[src/rtl/bulls_cows_engine_if.sv]
// Command/result port of the Bulls-and-Cows game core.
// The engine drives everything on the slave side except the command fields.
interface bulls_cows_engine_if #(
    parameter int unsigned DIGITS    = 4,
    parameter int unsigned DW        = 4,
    parameter int unsigned MAX_TRIES = 10
);
    localparam int unsigned CW = $clog2(DIGITS + 1);
    localparam int unsigned TW = $clog2(MAX_TRIES + 1);

    logic                   cmd_valid;
    logic                   cmd_ready;
    logic [1:0]             cmd;
    logic [DIGITS*DW-1:0]   value_in;
    logic                   result_valid;
    logic [CW-1:0]          num_a;
    logic [CW-1:0]          num_b;
    logic [TW-1:0]          tries;
    logic                   err;
    logic                   win;
    logic                   lose;
    logic [2:0]             state_o;

    modport master (
        output cmd_valid, cmd, value_in,
        input  cmd_ready, result_valid, num_a, num_b, tries, err, win, lose, state_o
    );

    modport slave (
        input  cmd_valid, cmd, value_in,
        output cmd_ready, result_valid, num_a, num_b, tries, err, win, lose, state_o
    );
endinterface

[src/rtl/bulls_cows_engine.sv]
// Bulls-and-Cows game core: latches a secret, scores guesses one digit per cycle,
// enforces code validity and a try limit, and reports win/lose.
module bulls_cows_engine #(
    parameter int unsigned DIGITS    = 4,
    parameter int unsigned DW        = 4,
    parameter int unsigned RADIX     = 10,
    parameter int unsigned MAX_TRIES = 10
) (
    input  logic               clk,
    input  logic               rst,
    bulls_cows_engine_if.slave bus
);
    localparam int unsigned CW = $clog2(DIGITS + 1);
    localparam int unsigned TW = $clog2(MAX_TRIES + 1);
    localparam int unsigned IW = $clog2(DIGITS);
    localparam int unsigned VW = DIGITS * DW;

    localparam logic [1:0] CMD_SET_SOL = 2'd0;
    localparam logic [1:0] CMD_GUESS   = 2'd1;
    localparam logic [1:0] CMD_RESTART = 2'd2;

    typedef enum logic [2:0] {
        S_SET   = 3'd0,
        S_GUESS = 3'd1,
        S_CMP   = 3'd2,
        S_WIN   = 3'd3,
        S_LOSE  = 3'd4
    } state_t;

    // Digit 0 is the leftmost (most significant) field of the code.
    function automatic logic [DW-1:0] digit(input logic [VW-1:0] v, input int unsigned i);
        return v[(DIGITS-1-i)*DW +: DW];
    endfunction

    function automatic logic code_ok(input logic [VW-1:0] v);
        logic ok;
        ok = 1'b1;
        for (int unsigned i = 0; i < DIGITS; i++) begin
            if (32'(digit(v, i)) >= RADIX) ok = 1'b0;
            for (int unsigned j = i + 1; j < DIGITS; j++) begin
                if (digit(v, i) == digit(v, j)) ok = 1'b0;
            end
        end
        return ok;
    endfunction

    state_t          state, state_nxt;
    logic [VW-1:0]   sol, sol_nxt;
    logic [VW-1:0]   gss, gss_nxt;
    logic [IW-1:0]   idx, idx_nxt;
    logic [CW-1:0]   acc_a, acc_a_nxt, acc_b, acc_b_nxt;
    logic [CW-1:0]   num_a, num_a_nxt, num_b, num_b_nxt;
    logic [TW-1:0]   tries, tries_nxt;
    logic            result_valid, result_valid_nxt;
    logic            err, err_nxt;
    logic            win, win_nxt;
    logic            lose, lose_nxt;

    logic            fire;
    logic            code_valid;
    logic [DW-1:0]   cur_g;
    logic            hit;
    logic            cow;
    logic [CW-1:0]   fin_a, fin_b;

    always_ff @(posedge clk) begin
        if (rst) begin
            state        <= S_SET;
            sol          <= '0;
            gss          <= '0;
            idx          <= '0;
            acc_a        <= '0;
            acc_b        <= '0;
            num_a        <= '0;
            num_b        <= '0;
            tries        <= '0;
            result_valid <= 1'b0;
            err          <= 1'b0;
            win          <= 1'b0;
            lose         <= 1'b0;
        end else begin
            state        <= state_nxt;
            sol          <= sol_nxt;
            gss          <= gss_nxt;
            idx          <= idx_nxt;
            acc_a        <= acc_a_nxt;
            acc_b        <= acc_b_nxt;
            num_a        <= num_a_nxt;
            num_b        <= num_b_nxt;
            tries        <= tries_nxt;
            result_valid <= result_valid_nxt;
            err          <= err_nxt;
            win          <= win_nxt;
            lose         <= lose_nxt;
        end
    end

    always_comb begin
        state_nxt        = state;
        sol_nxt          = sol;
        gss_nxt          = gss;
        idx_nxt          = idx;
        acc_a_nxt        = acc_a;
        acc_b_nxt        = acc_b;
        num_a_nxt        = num_a;
        num_b_nxt        = num_b;
        tries_nxt        = tries;
        result_valid_nxt = 1'b0;
        err_nxt          = 1'b0;
        win_nxt          = win;
        lose_nxt         = lose;

        fire       = bus.cmd_valid && (state != S_CMP);
        code_valid = code_ok(bus.value_in);

        // Score of the digit at idx; a cow is a match anywhere but its own slot.
        cur_g = digit(gss, 32'(idx));
        hit   = (cur_g == digit(sol, 32'(idx)));
        cow   = 1'b0;
        for (int unsigned j = 0; j < DIGITS; j++) begin
            if ((IW'(j) != idx) && (digit(sol, j) == cur_g)) cow = 1'b1;
        end
        fin_a = acc_a + CW'(hit);
        fin_b = acc_b + CW'(!hit && cow);

        case (state)
            S_SET: begin
                if (fire) begin
                    if (bus.cmd == CMD_SET_SOL && code_valid) begin
                        sol_nxt   = bus.value_in;
                        tries_nxt = '0;
                        win_nxt   = 1'b0;
                        lose_nxt  = 1'b0;
                        state_nxt = S_GUESS;
                    end else if (bus.cmd != CMD_RESTART) begin
                        err_nxt = 1'b1;
                    end
                end
            end
            S_GUESS: begin
                if (fire) begin
                    if (bus.cmd == CMD_GUESS && code_valid) begin
                        gss_nxt   = bus.value_in;
                        tries_nxt = tries + TW'(1);
                        acc_a_nxt = '0;
                        acc_b_nxt = '0;
                        idx_nxt   = '0;
                        state_nxt = S_CMP;
                    end else if (bus.cmd == CMD_RESTART) begin
                        tries_nxt = '0;
                        state_nxt = S_SET;
                    end else begin
                        err_nxt = 1'b1;
                    end
                end
            end
            S_CMP: begin
                acc_a_nxt = fin_a;
                acc_b_nxt = fin_b;
                idx_nxt   = idx + IW'(1);
                if (idx == IW'(DIGITS - 1)) begin
                    num_a_nxt        = fin_a;
                    num_b_nxt        = fin_b;
                    result_valid_nxt = 1'b1;
                    if (fin_a == CW'(DIGITS)) begin
                        win_nxt   = 1'b1;
                        state_nxt = S_WIN;
                    end else if (tries == TW'(MAX_TRIES)) begin
                        lose_nxt  = 1'b1;
                        state_nxt = S_LOSE;
                    end else begin
                        state_nxt = S_GUESS;
                    end
                end
            end
            S_WIN, S_LOSE: begin
                if (fire) begin
                    if (bus.cmd == CMD_RESTART) begin
                        win_nxt   = 1'b0;
                        lose_nxt  = 1'b0;
                        tries_nxt = '0;
                        state_nxt = S_SET;
                    end else begin
                        err_nxt = 1'b1;
                    end
                end
            end
            default: state_nxt = S_SET;
        endcase
    end

    assign bus.cmd_ready    = (state != S_CMP);
    assign bus.result_valid = result_valid;
    assign bus.num_a        = num_a;
    assign bus.num_b        = num_b;
    assign bus.tries        = tries;
    assign bus.err          = err;
    assign bus.win          = win;
    assign bus.lose         = lose;
    assign bus.state_o      = state;
endmodule

[src/flat_wrapper.sv]
// flat-port wrapper written by rule: the top's interface ports become plain ports
module bulls_cows_engine_flat 
#(
    parameter int unsigned DIGITS    = 4,
    parameter int unsigned DW        = 4,
    parameter int unsigned RADIX     = 10,
    parameter int unsigned MAX_TRIES = 10
)
  (clk, rst, bus_cmd_valid, bus_cmd, bus_value_in, bus_cmd_ready, bus_result_valid, bus_num_a, bus_num_b, bus_tries, bus_err, bus_win, bus_lose, bus_state_o);
  bulls_cows_engine_if #(.DIGITS(DIGITS), .DW(DW), .MAX_TRIES(MAX_TRIES)) bus_i ();
  input  logic clk;
  input  logic rst;
  input wire logic [$bits(bus_i.cmd_valid)-1:0] bus_cmd_valid;
  input wire logic [$bits(bus_i.cmd)-1:0] bus_cmd;
  input wire logic [$bits(bus_i.value_in)-1:0] bus_value_in;
  output wire logic [$bits(bus_i.cmd_ready)-1:0] bus_cmd_ready;
  output wire logic [$bits(bus_i.result_valid)-1:0] bus_result_valid;
  output wire logic [$bits(bus_i.num_a)-1:0] bus_num_a;
  output wire logic [$bits(bus_i.num_b)-1:0] bus_num_b;
  output wire logic [$bits(bus_i.tries)-1:0] bus_tries;
  output wire logic [$bits(bus_i.err)-1:0] bus_err;
  output wire logic [$bits(bus_i.win)-1:0] bus_win;
  output wire logic [$bits(bus_i.lose)-1:0] bus_lose;
  output wire logic [$bits(bus_i.state_o)-1:0] bus_state_o;
  assign bus_i.cmd_valid = bus_cmd_valid;
  assign bus_i.cmd = bus_cmd;
  assign bus_i.value_in = bus_value_in;
  assign bus_cmd_ready = bus_i.cmd_ready;
  assign bus_result_valid = bus_i.result_valid;
  assign bus_num_a = bus_i.num_a;
  assign bus_num_b = bus_i.num_b;
  assign bus_tries = bus_i.tries;
  assign bus_err = bus_i.err;
  assign bus_win = bus_i.win;
  assign bus_lose = bus_i.lose;
  assign bus_state_o = bus_i.state_o;
  bulls_cows_engine #(.DIGITS(DIGITS), .DW(DW), .RADIX(RADIX), .MAX_TRIES(MAX_TRIES)) u_core (.clk(clk), .rst(rst), .bus(bus_i));
endmodule
[config.mk]
export PLATFORM = sky130hd
export DESIGN_NAME = bulls_cows_engine_flat
export DESIGN_NICKNAME = d
export VERILOG_FILES = /design/src/rtl/bulls_cows_engine_if.sv /design/src/rtl/bulls_cows_engine.sv /design/src/flat_wrapper.sv
export SDC_FILE = /design/constraint.sdc
export NUM_CORES = 1
export LEC_CHECK = 0
export CAP_MARGIN = 20
export CORE_UTILIZATION = 45
export CTS_CLUSTER_SIZE = 20
export DETAILED_ROUTE_END_ITERATION = 7
export DONT_BUFFER_PORTS = 1
export PLACE_DENSITY_LB_ADDON = 0.2
export SYNTH_ARGS = -nofsm -noshare
export SYNTH_HDL_FRONTEND = slang
export SYNTH_SLANG_ARGS = --single-unit
[constraint.sdc]
create_clock -name clk -period 4.7 [get_ports clk]
set_clock_uncertainty 0.2 [all_clocks]
set_input_delay 0.47 -clock clk [delete_from_list [all_inputs] [get_ports clk]]
set_output_delay 0.47 -clock clk [all_outputs]
set_load 0.05 [all_outputs]
* Word level (Yosys, flattened, before mapping) *
Index checks and enable logic that the tools add are counted.

word-level totals
  bits of input ports = 21
  bits in registers = 57

operators by class
  mux-type cells = 58
  equal/unequal tests = 35
  shift operators = 2
  order comparisons = 4
  bitwise operators = 1
  reduce and logical (&&, ||, !) cells = 25
  add/sub/neg operators = 5

operators with widths
  cell                                                                     count
  16-bit by 33-bit variable part select with 4-bit output                  2
  4-bit == test                                                            11
  3-bit two-way mux                                                        11
  1-bit two-way mux                                                        31
  4-bit two-way mux                                                        6
  2-bit by 1-bit inequality test with 1-bit output, second input constant  9
  4-bit >= comparator, second input constant                               4
  3-bit case mux with 2 select lines                                       2
  3-bit case mux with 4 select lines                                       1
  4-bit case mux with 3 select lines                                       1
  5-bit AND reduction                                                      2
  1-bit case mux with 3 select lines                                       3
  3-bit AND reduction                                                      3
  1-bit logical AND                                                        8
  8-bit AND reduction                                                      1
  7-bit AND reduction                                                      1
  3-bit by 1-bit adder with 3-bit output                                   2
  3-bit by 2-bit == test with 1-bit output, second input constant          2
  3-bit == test, second input constant                                     2
  3-bit nonzero test                                                       2
  4-bit by 1-bit adder with 4-bit output, second input constant            1
  2-bit == test, second input constant                                     2
  4-bit == test, second input constant                                     1
  2-bit two-way mux                                                        2
  16 further kinds                                                         20

* Depth between registers and ports, before layout *
  depth after elaboration = 15
  gate-level depth with buffers = 14
  depth with buffers taken out = 13

* Least setup slack after synthesis *
OpenSTA, ideal clock, no wires.

  kind = reg2reg
  start point = register u_core.idx[0]
  end point = register u_core.state[0] (netlist: u_core.bus.state_o[0])
  cell stages (with the launch flop) = 14
  arrival = 3.352 ns
  data required time = 4.413 ns
  path buffers = 1
  library setup time = 0.087 ns
  setup slack = 1.061 ns
  cells stage by stage = dfxtp_1 > clkbuf_1 > mux4_2 > xnor2_1 > nand4_1 > mux4_2 > inv_2 > ha_1 > ha_1 > or3_1 > nand4b_1 > nor3b_1 > a311oi_1 > o31ai_1

on the way
  word-level cells in the longest chain between the ends = 8

ends and longest elaborated chain
  element                                                  RTL line                  RTL
  start: declaration                                       bulls_cows_engine.sv:50   logic [IW-1:0] idx, idx_nxt;
  start signal: assignment                                 bulls_cows_engine.sv:85   idx <= idx_nxt;
  2-bit by 2-bit subtractor with 3-bit output (*)          bulls_cows_engine.sv:32   return v[(DIGITS-1-i)*DW +: DW];
  16-bit by 33-bit variable part select with 4-bit output  bulls_cows_engine.sv:32
  4-bit == test (*)                                        bulls_cows_engine.sv:118  hit = (cur_g == digit(sol, 32'(idx)));
  3-bit by 1-bit adder with 3-bit output (*)               bulls_cows_engine.sv:123  fin_a = acc_a + CW'(hit);
  via u_core.fin_a[1]                                      bulls_cows_engine.sv:64   logic [CW-1:0] fin_a, fin_b;
  3-bit == test (*)                                        bulls_cows_engine.sv:165  if (fin_a == CW'(DIGITS)) begin
  3-bit two-way mux (*)                                    bulls_cows_engine.sv:165
  3-bit two-way mux (*)                                    bulls_cows_engine.sv:161  if (idx == IW'(DIGITS - 1)) begin
  3-bit case mux with 4 select lines (*)                   bulls_cows_engine.sv:126  case (state)
  end signal: assignment                                   bulls_cows_engine.sv:82   state <= state_nxt;
  end: declaration                                         bulls_cows_engine.sv:47   state_t state, state_nxt;

The timed path passes the listed nets; every way through them passes the cells marked *. The select of a mux whose other input is x is not followed.
A chain may end at the register's enable or synchronous reset.

* Worst setup path after layout *
  start point = register u_core.idx[1]
  end point = register u_core.state[0] (netlist: u_core.bus.state_o[0])

The elaborated chain is that of the path after synthesis.

==> flow_summary.toml <==
[timing]
fin_crit_sh_pct = 82.59
finalHoldViolCount = 0
rsz0062_at_grt = "no"
setup_tns_ns = 0
period_needed_ns = 3.882
maxSlewHeadroom_pct = 38.80
setup_violations = 0
fmax_mhz = 257.6
slew_viol_final = 0
worst_pin_slew_ns = 0.9167

[critical_path]
crit_type = "reg -> reg"
cpPeakStageDelay_ns = 0.64
arrival_ns = 3.94
crit_fanout = 9
slowest_stage = "mux4_2"
crit_path_end_kind = "register"
crit_chain = "mux4_2, xnor2_1, nand4_1, mux4_2, inv_2, ha_1, ha_1, or3_1, nand4b_1, nor3b_1, a311oi_1, o31ai_1"
worst_ep_required_time_ns = 4.76
start_kind = "register"

[global_route]
met3_usage_pct = 7.204
first_global_vias = 2341
gr-usage-all-layers_pct = 20.92
grt_first_pass_wirelength_um = 11810
antenna_found_initial = 0
use_met2_pct = 34.14
grt_max_degree = 49
grt_overflow = 0
grtUsageMet1_pct = 25.16
busiest_layer = "met2"

[synthesis]
ys_async_sr_fraction_pct = 0
yosys.area_share.simple_pct = 18.28
synth_top_family_by_area = "simple AND/OR/NAND/NOR gates"
muxShareOfSynthArea_pct = 14.58
synth-edff-count = 0
netlist_instances = 353
ys_ff_latch = 57
synth_compound_area_share_pct = 8.639
synth_top_cells_by_area = "dfxtp_1, mux2i_1, xnor2_1"
synth_top_cell_area_share_pct = 35.17
yosysTopAreaCell = "dfxtp_1"
ys_warn_count = 0
avgSynthCellArea_um2 = 9.191
ys_seq_area_share_pct = 35.17
ys_types = 51
synth_nets = 384
synthXorXnorAreaFrac_pct = 11.34
synthAdderAreaFrac_pct = 3.857
synth_area_mm2 = 0.003244
ys.flop_type = "dfxtp_1"

[pwr]
switching_share_pct = 22.24
combinationalPowerShare_pct = 5.6
leakagePower_nw = 1.225
power_frac_seq_pct = 49.4
vdd_drop_max_mv = 0.2049
p_sw_uw = 220.0
p_int_uw = 769.1
pwr_density_cell_mw_per_mm2 = 293.4
clock_power_share_pct = 45.1

[flow_run]
maxCapViolations = 0

[floorplan]
start_util_pct = 47.23
core_area_mm2 = 0.006869
die-area_mm2 = 0.007553
die_h_um = 86.91
core.rowCount = 30
die_x_um = 86.91
pin_count = 39

[routing]
ant_nets = 0
num_vias = 2408
drt-total-wl_um = 7250
post_drt_via_cell_ratio = 5.523
first_pass_iters = 4
drcViolationCount = 0
drt_iter0_markers = 129
avgRoutedWirePerCell_um = 16.63

[finish]
finish.utilization_pct = 49.07
insertedDiodeCount = 0
multi_input_area_mm2 = 0.001848
final_area_mm2 = 0.003371
finalNetCount = 366
areaGrowthSynthToFinish_pct = 3.895
nFillCells = 657
seqCellArea_mm2 = 0.001141
drive_gt1_share_pct = 8.529
final_common_cell = "dfxtp_1"
mostFrequentLayoutCells = "dfxtp_1, nor2_1, mux2i_1"

[clock_tree]
clk_latency_ns = 0.34
clockBufferDepth = 2
cts_tree = "done"
clkTransAtPathRegs_ns = 0.07
cts.sinks = 57
cts_repair_resize_count = 0
cts_root_buf = "clkbuf_8"
numCtsBuffers = 9
h-tree-depth = 3

[place]
globalplace.congestion = 0.8911
dp_hpwl_um = 5032
numPortBuffers = 0
dpl_cell_area_mm2 = 0.003162

[outcome]
status = "finished, final reports clean"

[hold_path]
hp-class = "in -> reg"
-- kinds of logic after synthesis --
logic type,after synthesis
muxes,41
and+or+nand+nor,116
xor gates and xnor gates,42
AOI/OAI and AO/OA,46
adders and majority gates,10
DFF,57
buffers and inverters,41
-- layer usage --
layer	wire length [um]	part of all wire, %
met1	3280	45
met2	3424	47
met5	0	0
met3	436	6.0
met4	109	1.5
-- flip-flops by register name (all words and copies together), names as in the netlist --
signal / cells
u_core.bus.tries: 4
u_core.sol: 16
u_core.bus.lose: 1
u_core.acc_b: 3
u_core.bus.result_valid: 1
u_core.bus.num_a: 3
u_core.bus.err: 1
u_core.bus.win: 1
u_core.bus.state_o: 3
u_core.idx: 2
u_core.acc_a: 3
u_core.bus.num_b: 3
u_core.gss: 16
-- worst max-delay path, delay by kind of cell (launching register included) --
kind / cells / cell delay (ns)
flip-flops: 1 / 0.57
multiplexers: 2 / 1.13
AND/OR/NAND/NOR: 4 / 0.98
adder cells (fa/ha/maj): 2 / 0.39
buffers and inverters: 1 / 0.07
XOR/XNOR: 1 / 0.19
AO/OA/AOI/OAI: 2 / 0.27
-- path summary, 6_finish.rpt --
kind | from | end | slack, ns | cells past startpoint
worst max register to register | u_core.idx[1] | u_core.bus.state_o[0] | 0.82 | 12
worst max-delay path | u_core.idx[1] | u_core.bus.state_o[0] | 0.82 | 12
worst min-delay path | rst | u_core.bus.state_o[0] | 0.02 | 1
worst min register to register | u_core.acc_b[0] | u_core.acc_b[0] | 0.27 | 2
-- metrics by stage --
stage	instances	power, mW	worst slack (ns)	hold WS [ns]
after floorplan	353	0.5650	1.061	0.2522
after CTS	436	1.003	0.8099	0.003121
after global placement	419	0.5449	0.9503	0.2527
after global routing	436	1.032	0.5147	0.01261
after detailed placement	419	0.5456	0.8273	0.2603
final	436	0.9891	0.8183	0.02392
-- cell usage after synthesis, drive strengths merged, types with 10 or more instances --
cell	instances
a21oi	17
nor3	12
mux2i	36
dfxtp	57
o21ai	11
clkbuf	13
nor2	44
nand2	14
xnor2	34
ha	10
nand4	11
buf	20
-- layout make-up --
class,instances,area share [%]
Multi-Input combinational cell,255,54.83
Sequential cell,57,33.85
Clock buffer,13,4.417
Tap cell,96,3.563
Timing Repair Buffer,4,1.262
Clock inverter,3,1.188
Inverter,8,0.8909
-- power groups by stage --
stage	registers (mW)	clock network [mW]	logic, mW
6_report	0.489	0.446	0.0549
5_1_grt	0.488	0.484	0.0604
4_1_cts	0.488	0.460	0.0548
3_5_place_dp	0.499	0	0.0464
3_3_place_gp	0.499	0	0.0456
2_1_floorplan	0.499	0	0.0664
-- timing repair --
item	in CTS	in global routing
hold buffers	1	0
setup buffers	0	0
endpoints found under the hold margin	48	0
Note: power is estimated with default switching activity, not from simulation.
